==> src/rtl/muldiv_unit.sv <==
// muldiv_unit: iterative MULT/MULTU/DIV/DIVU engine with architectural HI/LO.
// One shift-add (multiply) or restoring-subtract (divide) step per cycle,
// WIDTH steps per operation. Operands are reduced to magnitudes on accept.
// Signs are reapplied at the finish edge.
module muldiv_unit #(
   parameter int WIDTH = 32
) (
   input  logic             i_clk,
   input  logic             i_rst_n,
   input  logic             i_start,
   input  logic [1:0]       i_op,
   input  logic [WIDTH-1:0] i_src_a,
   input  logic [WIDTH-1:0] i_src_b,
   input  logic             i_mthi,
   input  logic             i_mtlo,
   output logic             o_busy,
   output logic             o_done,
   output logic [WIDTH-1:0] o_hi,
   output logic [WIDTH-1:0] o_lo
);

   localparam int CW = (WIDTH > 1) ? $clog2(WIDTH) : 1;

   typedef enum logic {S_IDLE, S_RUN} state_t;

   state_t             r_state, w_state_nxt;
   logic [CW-1:0]      r_cnt;
   logic [2*WIDTH-1:0] r_acc;     // multiply: {partial, multiplier}; divide: {remainder, dividend/quotient}
   logic [WIDTH-1:0]   r_opnd;    // multiplicand or divisor magnitude
   logic [WIDTH-1:0]   r_hi, r_lo;
   logic               r_is_div, r_neg_q, r_neg_r, r_dz, r_done;

   logic               w_accept, w_finish;
   logic               w_sa, w_sb;
   logic [WIDTH-1:0]   w_mag_a, w_mag_b;
   logic [WIDTH:0]     w_sum, w_shift;
   logic [WIDTH-1:0]   w_diff;
   logic [2*WIDTH-1:0] w_mul_nxt, w_div_nxt, w_acc_step, w_prod;
   logic [WIDTH-1:0]   w_quot, w_rem;

   assign w_accept = i_start && (r_state == S_IDLE);
   assign w_finish = (r_state == S_RUN) && (r_cnt == '0);

   // Operand magnitudes: op[0]=0 selects the signed variants
   always_comb begin
      w_sa    = ~i_op[0] & i_src_a[WIDTH-1];
      w_sb    = ~i_op[0] & i_src_b[WIDTH-1];
      w_mag_a = w_sa ? -i_src_a : i_src_a;
      w_mag_b = w_sb ? -i_src_b : i_src_b;
   end

   // One iteration step plus sign fix-up of the final step's value
   always_comb begin
      // shift-add: add multiplicand into the upper half when multiplier LSB is set, then shift right
      w_sum     = {1'b0, r_acc[2*WIDTH-1:WIDTH]} + (r_acc[0] ? {1'b0, r_opnd} : '0);
      w_mul_nxt = {w_sum, r_acc[WIDTH-1:1]};
      // restoring: bring next dividend bit into the remainder, subtract divisor if it fits
      w_shift   = r_acc[2*WIDTH-1:WIDTH-1];
      w_diff    = w_shift[WIDTH-1:0] - r_opnd;
      if (w_shift < {1'b0, r_opnd})
         w_div_nxt = {w_shift[WIDTH-1:0], r_acc[WIDTH-2:0], 1'b0};
      else
         w_div_nxt = {w_diff, r_acc[WIDTH-2:0], 1'b1};
      w_acc_step = r_is_div ? w_div_nxt : w_mul_nxt;
      w_prod     = r_neg_q ? -w_acc_step : w_acc_step;
      // divide by zero leaves |A| in the remainder, so sign fix-up already returns SrcA
      w_quot     = r_dz ? '1 : (r_neg_q ? -w_acc_step[WIDTH-1:0] : w_acc_step[WIDTH-1:0]);
      w_rem      = r_neg_r ? -w_acc_step[2*WIDTH-1:WIDTH] : w_acc_step[2*WIDTH-1:WIDTH];
   end

   // FSM state register
   always_ff @(posedge i_clk or negedge i_rst_n) begin
      if (!i_rst_n) r_state <= S_IDLE;
      else          r_state <= w_state_nxt;
   end

   // FSM next state
   always_comb begin
      w_state_nxt = r_state;
      case (r_state)
         S_IDLE:  if (i_start)  w_state_nxt = S_RUN;
         S_RUN:   if (w_finish) w_state_nxt = S_IDLE;
         default: w_state_nxt = S_IDLE;
      endcase
   end

   // Operand capture on accept, one step per RUN cycle
   always_ff @(posedge i_clk or negedge i_rst_n) begin
      if (!i_rst_n) begin
         r_cnt    <= '0;
         r_acc    <= '0;
         r_opnd   <= '0;
         r_is_div <= 1'b0;
         r_neg_q  <= 1'b0;
         r_neg_r  <= 1'b0;
         r_dz     <= 1'b0;
      end else if (w_accept) begin
         r_cnt    <= CW'(WIDTH - 1);
         r_is_div <= i_op[1];
         r_neg_q  <= w_sa ^ w_sb;
         r_neg_r  <= w_sa;
         r_dz     <= i_op[1] && (i_src_b == '0);
         r_opnd   <= i_op[1] ? w_mag_b : w_mag_a;
         r_acc    <= {{WIDTH{1'b0}}, (i_op[1] ? w_mag_a : w_mag_b)};
      end else if (r_state == S_RUN) begin
         r_acc <= w_acc_step;
         if (r_cnt != '0) r_cnt <= r_cnt - CW'(1);
      end
   end

   // HI/LO: full result at finish, MTHI/MTLO only while idle and Start not taken
   always_ff @(posedge i_clk or negedge i_rst_n) begin
      if (!i_rst_n) begin
         r_hi   <= '0;
         r_lo   <= '0;
         r_done <= 1'b0;
      end else begin
         r_done <= w_finish;
         if (w_finish) begin
            r_hi <= r_is_div ? w_rem  : w_prod[2*WIDTH-1:WIDTH];
            r_lo <= r_is_div ? w_quot : w_prod[WIDTH-1:0];
         end else if ((r_state == S_IDLE) && !i_start) begin
            if (i_mthi) r_hi <= i_src_a;
            if (i_mtlo) r_lo <= i_src_a;
         end
      end
   end

   assign o_busy = (r_state == S_RUN);
   assign o_done = r_done;
   assign o_hi   = r_hi;
   assign o_lo   = r_lo;

endmodule

==> config.mk <==
export PLATFORM = sky130hd
export DESIGN_NAME = muldiv_unit
export DESIGN_NICKNAME = d
export VERILOG_FILES = /design/src/rtl/muldiv_unit.sv
export SDC_FILE = /design/constraint.sdc
export NUM_CORES = 1
export LEC_CHECK = 0
export ABC_AREA = 0
export BUFFER_PORTS_ARGS = -buffer_cell sky130_fd_sc_hd__buf_2
export CORE_MARGIN = 2
export CORE_UTILIZATION = 45
export DETAILED_ROUTE_END_ITERATION = 16
export HOLD_SLACK_MARGIN = 0.06
export REMOVE_ABC_BUFFERS = 1
export SLEW_MARGIN = 30
export SYNTH_ARGS = -nofsm -noshare
export SYNTH_HDL_FRONTEND = slang
export SYNTH_SLANG_ARGS = --single-unit
==> constraint.sdc <==
create_clock -name i_clk -period 6.25 [get_ports i_clk]
set_input_delay 0.9375 -clock i_clk [delete_from_list [all_inputs] [get_ports i_clk]]
set_output_delay 0.9375 -clock i_clk [all_outputs]
set_load 0.01 [all_outputs]
### After elaboration in Yosys (flattened, before gate mapping)

Cells that the tools add are included.

* add/subtract/negate cells: 8
* $lt $le $gt $ge: 1
* mux-type cells: 27
* bitwise logic cells: 5
* reduce and logical (&&, ||, !) cells: 16

Operators with widths (count)
* 32-bit two-way mux: 16
* 64-bit two-way mux: 5
* 32-bit negation: 4
* 64-bit negation: 1
* 32-bit by 32-bit adder with 33-bit output: 1
* 33-bit by 32-bit less-than comparator with 1-bit output: 1
* 32-bit logical NOT: 1
* 32-bit subtractor: 1
* 5-bit two-way mux: 3
* 2-bit nonzero test: 5
* 2-bit AND reduction: 3
* 5-bit logical NOT: 1
* 5-bit nonzero test: 1
* 5-bit by 1-bit subtractor with 5-bit output, second input constant: 1
* 1-bit logical AND: 4
* 1-bit AND: 2
* 1-bit two-way mux: 2
* 1-bit NOT: 2
* 1-bit one-hot mux with 2 select lines: 1
* 1-bit logical NOT: 1
* 1-bit XOR: 1

* bits in registers: 171
* input bits: 71
* output and inout bits: 66
* logic and storage cells: 68

### Longest topological paths before layout

Gate-level depths: netlist of the first run.

* depth after elaboration: 8
* mapped depth: 21
* mapped depth without buffers: 19

### Least setup slack after synthesis of the first run

No wires, ideal clock.

* path kind: reg2reg
* start point: reg r_acc[43]
* end point: reg r_hi[30] (netlist: o_hi[30])
* setup time: 120 ps
* arrival time: 4762 ps
* data required time: 6130 ps
* setup slack: 1368 ps
* stages on the path, launching flop included: 19
* path buffers: 1
* clock period less this slack: 4882 ps
* path through: dfrtp_1 -> ha_1 -> a21oi_1 -> o21ai_0 -> a21o_1 -> o31a_2 -> buf_6 -> o32ai_4 -> ha_1 -> nor3b_1 -> o21ai_1 -> or4b_2 -> nor2_1 -> nand4_1 -> nand2b_1 -> a21boi_0 -> o31ai_1 -> o211ai_1 -> a31o_1

* cells in the longest elaborated chain, start to end: 7
* elaborated cells on any way between the ends: 11
* classes of those cells: add/sub (4); order compare (1); mux (6)

RTL lines
* start, declared: RTL line 28 `logic [2*WIDTH-1:0] r_acc;`
* start signal, assigned: RTL line 104 `r_acc <= {{WIDTH{1'b0}}, (i_op[1] ? w_mag_a : w_mag_b)};`
* start signal, assigned: RTL line 106 `r_acc <= w_acc_step;`
* 32-bit subtractor / 33-bit by 32-bit less-than comparator with 1-bit output (equally long branches): RTL line 59, 60
* 64-bit two-way mux: RTL line 60 `if (w_shift < {1'b0, r_opnd})`
* 64-bit two-way mux (*): RTL line 64 `w_acc_step = r_is_div ? w_div_nxt : w_mul_nxt;`
* 64-bit negation / 32-bit negation (equally long branches): RTL line 65, 68
* 64-bit two-way mux / 32-bit two-way mux (equally long branches): RTL line 65, 68
* 32-bit two-way mux (*): RTL line 120 `r_hi <= r_is_div ? w_rem : w_prod[2*WIDTH-1:WIDTH];`
* 32-bit two-way mux (*): RTL line 119 `if (w_finish) begin`
* end signal, assigned: RTL line 120
* end signal, assigned: RTL line 123 `if (i_mthi) r_hi <= i_src_a;`
* end, declared: RTL line 30 `logic [WIDTH-1:0] r_hi, r_lo;`

Mark *: on every way between the ends. The rest lies on a longest branch, timed or not.
A chain may end at the register's enable or synchronous reset.

### Final worst setup path of the first run

* start point: reg r_acc[54]
* end point: reg r_hi[30] (netlist: o_hi[30])

Same word-level chain as after synthesis.

==> reports/metrics.yaml, run 1 <==
timing:
  finalHoldViolations: 0
  setup_tns_ns: 0
  post-route-min-period_ns: 5.70
  slew_violations: 0
  rsz0062_at_grt: "no"
  finalCritPeriodShare_pct: 91.1
  fmax_ghz: 0.176
  finalSetupViolations: 0
  skew_ns: 0.0166
  slew_headroom_pct: 36.8
  tightest_slew_ns: 0.939
clock_network:
  cts_root_buf: "clkbuf_16"
  cts.sink_count: 171
  cts_tree: "built"
  cts_buffers: 17
  clkLatencyLatePin_ns: 0.47
  cts_hold_buf: 0
  cts_resized: 0
  clkTransAtPathRegs_ns: 0.08
  htree_levels: 4
  post-cts-setup-buffers: 0
  cts_buffer_depth: 2
synthesis:
  synth_edf_count: 0
  synthMostInstantiatedCell: "nand2_1"
  synth-compound-area-share_pct: 27.7
  synth_top_area_share_pct: 26.1
  muxShareOfSynthArea_pct: 4.62
  synth_top_family_by_area: "compound AO/OA/AOI/OAI gates"
  syn_area_um2: 16400
  ys_warn_count: 0
  syn-mean-instance-area_um2: 7.61
  seq_area_frac_synth_pct: 26.1
  synth_common_cells: "327 x nand2_1, 180 x o21ai_0, 171 x dfrtp_1"
  synth_xor_area_share_pct: 8.22
  yosys.area_share.simple_pct: 23.0
  synth-async-reset-ratio_pct: 100
  synth-seq-cells: 171
  synth_cell_types: 95
  ys.flop_type: "dfrtp_1"
  synth_area_leaders: "dfrtp_1 26%, nand2_1 7.5%, o21ai_0 5.5%"
  yosysTopAreaCell: "dfrtp_1"
  synthCells: 2156
  synthAdderAreaFrac_pct: 5.51
final_layout:
  nNetsFinal: 2366
  layoutNonFillerInstCount: 2698
  drive_gt1_share_pct: 12.3
  utilization_pct: 50.5
  area_growth_pct: 10.0
  fillers: 3611
  antenna_cells: 0
place:
  dp_hpwl_um: 47200
  gp_congestion: 0.962
  port_buffers: 136
  dp_cells: 2666
routing:
  drtIter0Drc: 1760
  viasPerCell: 6.30
  first_pass_iters: 7
  vias: 16998
  wirelength_um: 62700
  drt-wirelength-per-cell_um: 23.2
  drc: 0
  ant_nets: 0
global_route:
  grt_pass1_wl_um: 96400
  grt_usage_pct: 32.8
  grt_max_degree: 81
  grt_antenna_before_repair: 0
  grt_pass1_vias: 16186
  overflow: 0
setup_path:
  worstSetupPathType: "flip-flop to flip-flop"
  worst_setup_path_start_kind: "flip-flop"
  crit_fanout: 11
  crit_required_ns: 6.61
  r2r_slack_ns: 0.55
  cp-end-kind: "flip-flop"
  worstPathArrival_ns: 6.05
floorplan:
  std_cell_rows: 69
  die_h_um: 195
  core_um2: 35700
  die_w_um: 195
  dieArea_um2: 38000
  num_io_pins: 137
  start_util_pct: 45.9
status:
  status: "complete, no violations"
run:
  drv_cap: 0
hold_path:
  hp-class: "input port to asynchronous set/reset pin"
cell families after synthesis:
group	count (synthesis)
xor+xnor	154
flops	171
simple gates	793
compound gates	691
buf+inv	202
mux	74
fa+ha+maj	71
worst max-delay path: stages, from the launching register on:
cell	delay, ns
dfrtp_1	0.42
ha_1	0.44
o21ai_1	0.27
a21oi_1	0.11
o31ai_2	0.36
a21oi_2	0.27
o32ai_4	0.40
ha_1	0.24
nor3b_1	0.24
o21ai_1	0.17
or4b_2	0.75
nor2_1	0.30
nand4_1	0.32
nand2b_1	0.30
a21boi_0	0.21
o31ai_1	0.40
o211ai_1	0.15
a31o_1	0.23
cells in the final DEF, fill, tap and decap left out, drive strengths merged, types with 35 or more instances in the layout:
cell type / Yosys / routed
ha: 69 / 69
a211oi: 61 / 61
a21oi: 165 / 165
dfrtp: 171 / 171
mux2i: 63 / 63
xnor2: 99 / 99
nor3: 64 / 64
nor2: 160 / 160
o21ai: 187 / 187
buf: 30 / 181
nand2: 328 / 328
o211ai: 37 / 37
inv: 69 / 71
xor2: 55 / 55
and2: 42 / 42
a32oi: 35 / 35
per-layer routing:
metal,share of wire (%),track usage (%)
met5,0,0
met4,4.2,13.6
met3,7.0,4.96
met2,44,50.9
met1,44,45.6
final cells by class:
type                       count  area [um^2]  area share, %
tap                          461          577           3.20
inverter                      70          263           1.46
clock inverter                13         93.8          0.520
clock buffer                  19          453           2.51
sequential                   171         4280           23.7
timing repair buffer         181         1030           5.69
multi-input combinational   1783        11300           62.9
state kept, by name (all words and copies together) (netlist names):
signal / cells
r_neg_r: 1
r_dz: 1
r_cnt: 5
r_opnd: 32
o_hi: 32
r_neg_q: 1
r_is_div: 1
o_busy: 1
o_done: 1
o_lo: 32
r_acc: 64
final timing paths:
check	start	endpoint	cells after the start
hold / removal	i_rst_n	r_acc[58]	1
setup reg to reg	r_acc[54]	o_hi[30]	17
hold reg to reg	r_opnd[23]	r_opnd[23]	1
setup / recovery	r_acc[54]	o_hi[30]	17
min in group i_clk	r_opnd[23]	r_opnd[23]	1
max in group asynchronous	i_rst_n	r_is_div	2
through the flow:
stage	worst slack (ns)	hold slack, ns	area [um^2]
2_1_floorplan	-1.05	0.464	15900
3_3_place_gp	0.851	0.482	17500
3_5_place_dp	0.690	0.486	17500
4_1_cts	0.669	0.500	18000
5_1_grt	0.260	0.513	18000
6_report	0.554	0.468	18000
Power of run 1 is not shown: default switching activity piles up to over one toggle a cycle in this logic, so the estimate is an artifact.
==> inputs of run 2 (changes only) <==
--- a/config.mk
+++ b/config.mk
@@ -7,6 +7,7 @@
 export LEC_CHECK = 0
 export ABC_AREA = 0
 export BUFFER_PORTS_ARGS = -buffer_cell sky130_fd_sc_hd__buf_2
+export CORE_ASPECT_RATIO = 0.8
 export CORE_MARGIN = 2
 export CORE_UTILIZATION = 45
 export DETAILED_ROUTE_END_ITERATION = 16
==> run 2 against run 1 <==
Against the previous run:
- cell area grew 1.1%
- routed wire length grew 3.1%
- core utilization grew 0.31 points
- maximum frequency shrank 0.78%
- first-iteration DRC count grew 9.2%
- setup slack lost 0.045 ns
- non-clock buffer count grew 9
- worst hold slack gained 0.019 ns
- clock-buffer cell count grew 1
- global-route usage grew 1.1 points
- critical path type unchanged
==> reports/metrics.yaml, run 2 (synthesized netlist as in run 1, its figures left out) <==
status:
  status: "complete, no violations"
timing:
  fmax_ghz: 0.174  # -0.78%
  finalSetupViolations: 0  # unchanged
  finalHoldViolations: 0  # unchanged
  finalCritPeriodShare_pct: 91.8  # +0.72 points
  timing.hold.ws_ns: 0.487  # +0.0186 ns
  slew_headroom_pct: 38.3  # +1.5 points
  skew_ns: 0.0144  # -0.00220 ns
  rsz0062_at_grt: "no"
  slew_violations: 0  # unchanged
  post-route-min-period_ns: 5.74  # +0.0447 ns
  tightest_slew_ns: 0.918  # -0.0216 ns
setup_path:
  crit_fanout: 11  # unchanged
  cp_cell_sequence: "ha_1 > a21oi_1 > o21ai_0 > a21o_1 > o31a_2 > o32ai_4 > ha_1 > nor3b_1 > o21ai_1 > or4b_2 > nor2_1 > nand4_1 > nand2b_1 > a21boi_0 > o31ai_1 > o211ai_1 > a31o_1"
  crit_required_ns: 6.60  # about the same
  r2r_end: "o_hi[30]"
  critPathSlowestCell: "or4b_2"
  r2r_slack_ns: 0.51  # -0.04 ns
  critPathMostFrequentCell: "ha_1"
  reg2reg_from: "r_acc[47]"
  crit_family: "compound AO/OA/AOI/OAI gates"
  critPathBufInv: 0  # unchanged
  reg2reg_depth: 17  # unchanged
  cp-end-kind: "flip-flop"
  max_stage_delay_ns: 0.76  # about the same
  worst_setup_path_start_kind: "flip-flop"
  worstSetupPathType: "flip-flop to flip-flop"
  worstPathArrival_ns: 6.09  # +0.04 ns
place:
  gp_congestion: 0.973  # +1.1%
  dp_hpwl_um: 48200  # +2.2%
  port_buffers: 136  # unchanged
  dp_cells: 2694  # +1.1%
clock_network:
  cts_hold_buf: 0  # unchanged
  cts_buffer_depth: 2  # unchanged
  clkTransAtPathRegs_ns: 0.08  # about the same
  clkLatencyLatePin_ns: 0.47  # about the same
  cts_resized: 0  # unchanged
  cts_root_buf: "clkbuf_16"
  cts_tree: "built"
  cts.sink_count: 171  # unchanged
  htree_levels: 4  # unchanged
  post-cts-setup-buffers: 0  # unchanged
  cts_buffers: 17  # unchanged
floorplan:
  start_util_pct: 45.7  # -0.22 points
  dieArea_um2: 38000  # about the same
  die_w_um: 217  # +12%
  num_io_pins: 137  # unchanged
  core_um2: 35900  # +0.49%
  std_cell_rows: 62  # -10%
  die_h_um: 175  # -10%
routing:
  met3_length_um: 5720  # +31%
  viasPerCell: 6.36  # +0.99%
  wl_met1_um: 29900  # +7.4%
  wirelength_um: 64600  # +3.1%
  first_pass_iters: 6  # -1
  drc: 0  # unchanged
  ant_nets: 0  # unchanged
  vias: 17345  # +2.0%
  dr.max_layer_used: "met4"
  routed-wl-met2_um: 27400  # -1.8%
  drtIter0Drc: 1922  # +9.2%
  drt-wirelength-per-cell_um: 23.7  # +2.0%
global_route:
  grt_usage_pct: 33.9  # +1.1 points
  grt_pass1_vias: 16239  # +0.33%
  grt_pass1_wl_um: 98800  # +2.5%
  grt_max_degree: 87  # +7.4%
  grt_antenna_before_repair: 0  # unchanged
  overflow: 0  # unchanged
hold_path:
  hp-class: "input port to asynchronous set/reset pin"
final_layout:
  layoutNonFillerInstCount: 2726  # +1.0%
  top_register: "r_acc"
  layout_commonest_cell: "nand2_1"
  antenna_cells: 0  # unchanged
  area_growth_pct: 11.3
  drive_gt1_share_pct: 12.6  # +0.22 points
  nNetsFinal: 2375  # +0.38%
  final_cell_mix: "325 x nand2_1, 180 x o21ai_0, 169 x dfrtp_1, 161 x a21oi_1, 159 x nor2_1"
  largest_reg_flops: 64  # unchanged
run:
  drv_cap: 0  # unchanged
-- run 2: worst register-to-register path: stages, from the launching register on --
cell and delay (ns):
dfrtp_1 0.43, ha_1 0.39, a21oi_1 0.31, o21ai_0 0.17, a21o_1 0.21, o31a_2 0.47, o32ai_4 0.35, ha_1 0.25
nor3b_1 0.26, o21ai_1 0.17, or4b_2 0.76, nor2_1 0.28, nand4_1 0.31, nand2b_1 0.29, a21boi_0 0.18, o31ai_1 0.40
o211ai_1 0.15, a31o_1 0.23
-- run 2: cell type report --
class	instances	area, um^2
fillers	3504	17700
multi-input cells	1783	11300
flip-flops and latches	171	4280
repair buffers	190	1090
well taps	480	601
clock buffers	20	447
inverters	70	263
clock inverters	12	216
-- run 2: per-layer routing --
layer	up-vias	global-route usage (%)
met5	-	0
met4	0	10.2
met3	84	6.46
met2	835	49.5
met1	8429	50.3
li1	7997	-
-- run 2: worst max path at each step --
stage                   start  slack (ns)  endpoint  cells past startpoint
floorplan            r_is_div       -1.05  o_hi[30]                     11
global placement    r_acc[41]        0.87  o_hi[30]                     17
detailed placement  r_acc[41]        0.66  o_hi[30]                     17
CTS                 r_acc[47]        0.63  o_hi[30]                     17
global route        r_acc[51]        0.07  o_hi[30]                     17
finish              r_acc[47]        0.51  o_hi[30]                     17
-- run 2: per-stage QoR --
| stage | util [%] | worst slack, ns | setup TNS (ns) | instance area (um^2) |
|---|---|---|---|---|
| 6_report | 50.8 | 0.510 | 0 | 18200 |
| 5_1_grt | 50.8 | 0.0671 | 0 | 18200 |
| 4_1_cts | 50.8 | 0.629 | 0 | 18200 |
| 3_5_place_dp | 49.0 | 0.661 | 0 | 17600 |
| 3_3_place_gp | 48.9 | 0.868 | 0 | 17600 |
| 2_1_floorplan | - | -1.05 | -17.46 | 15900 |
Power of run 2 is left out for the same reason.
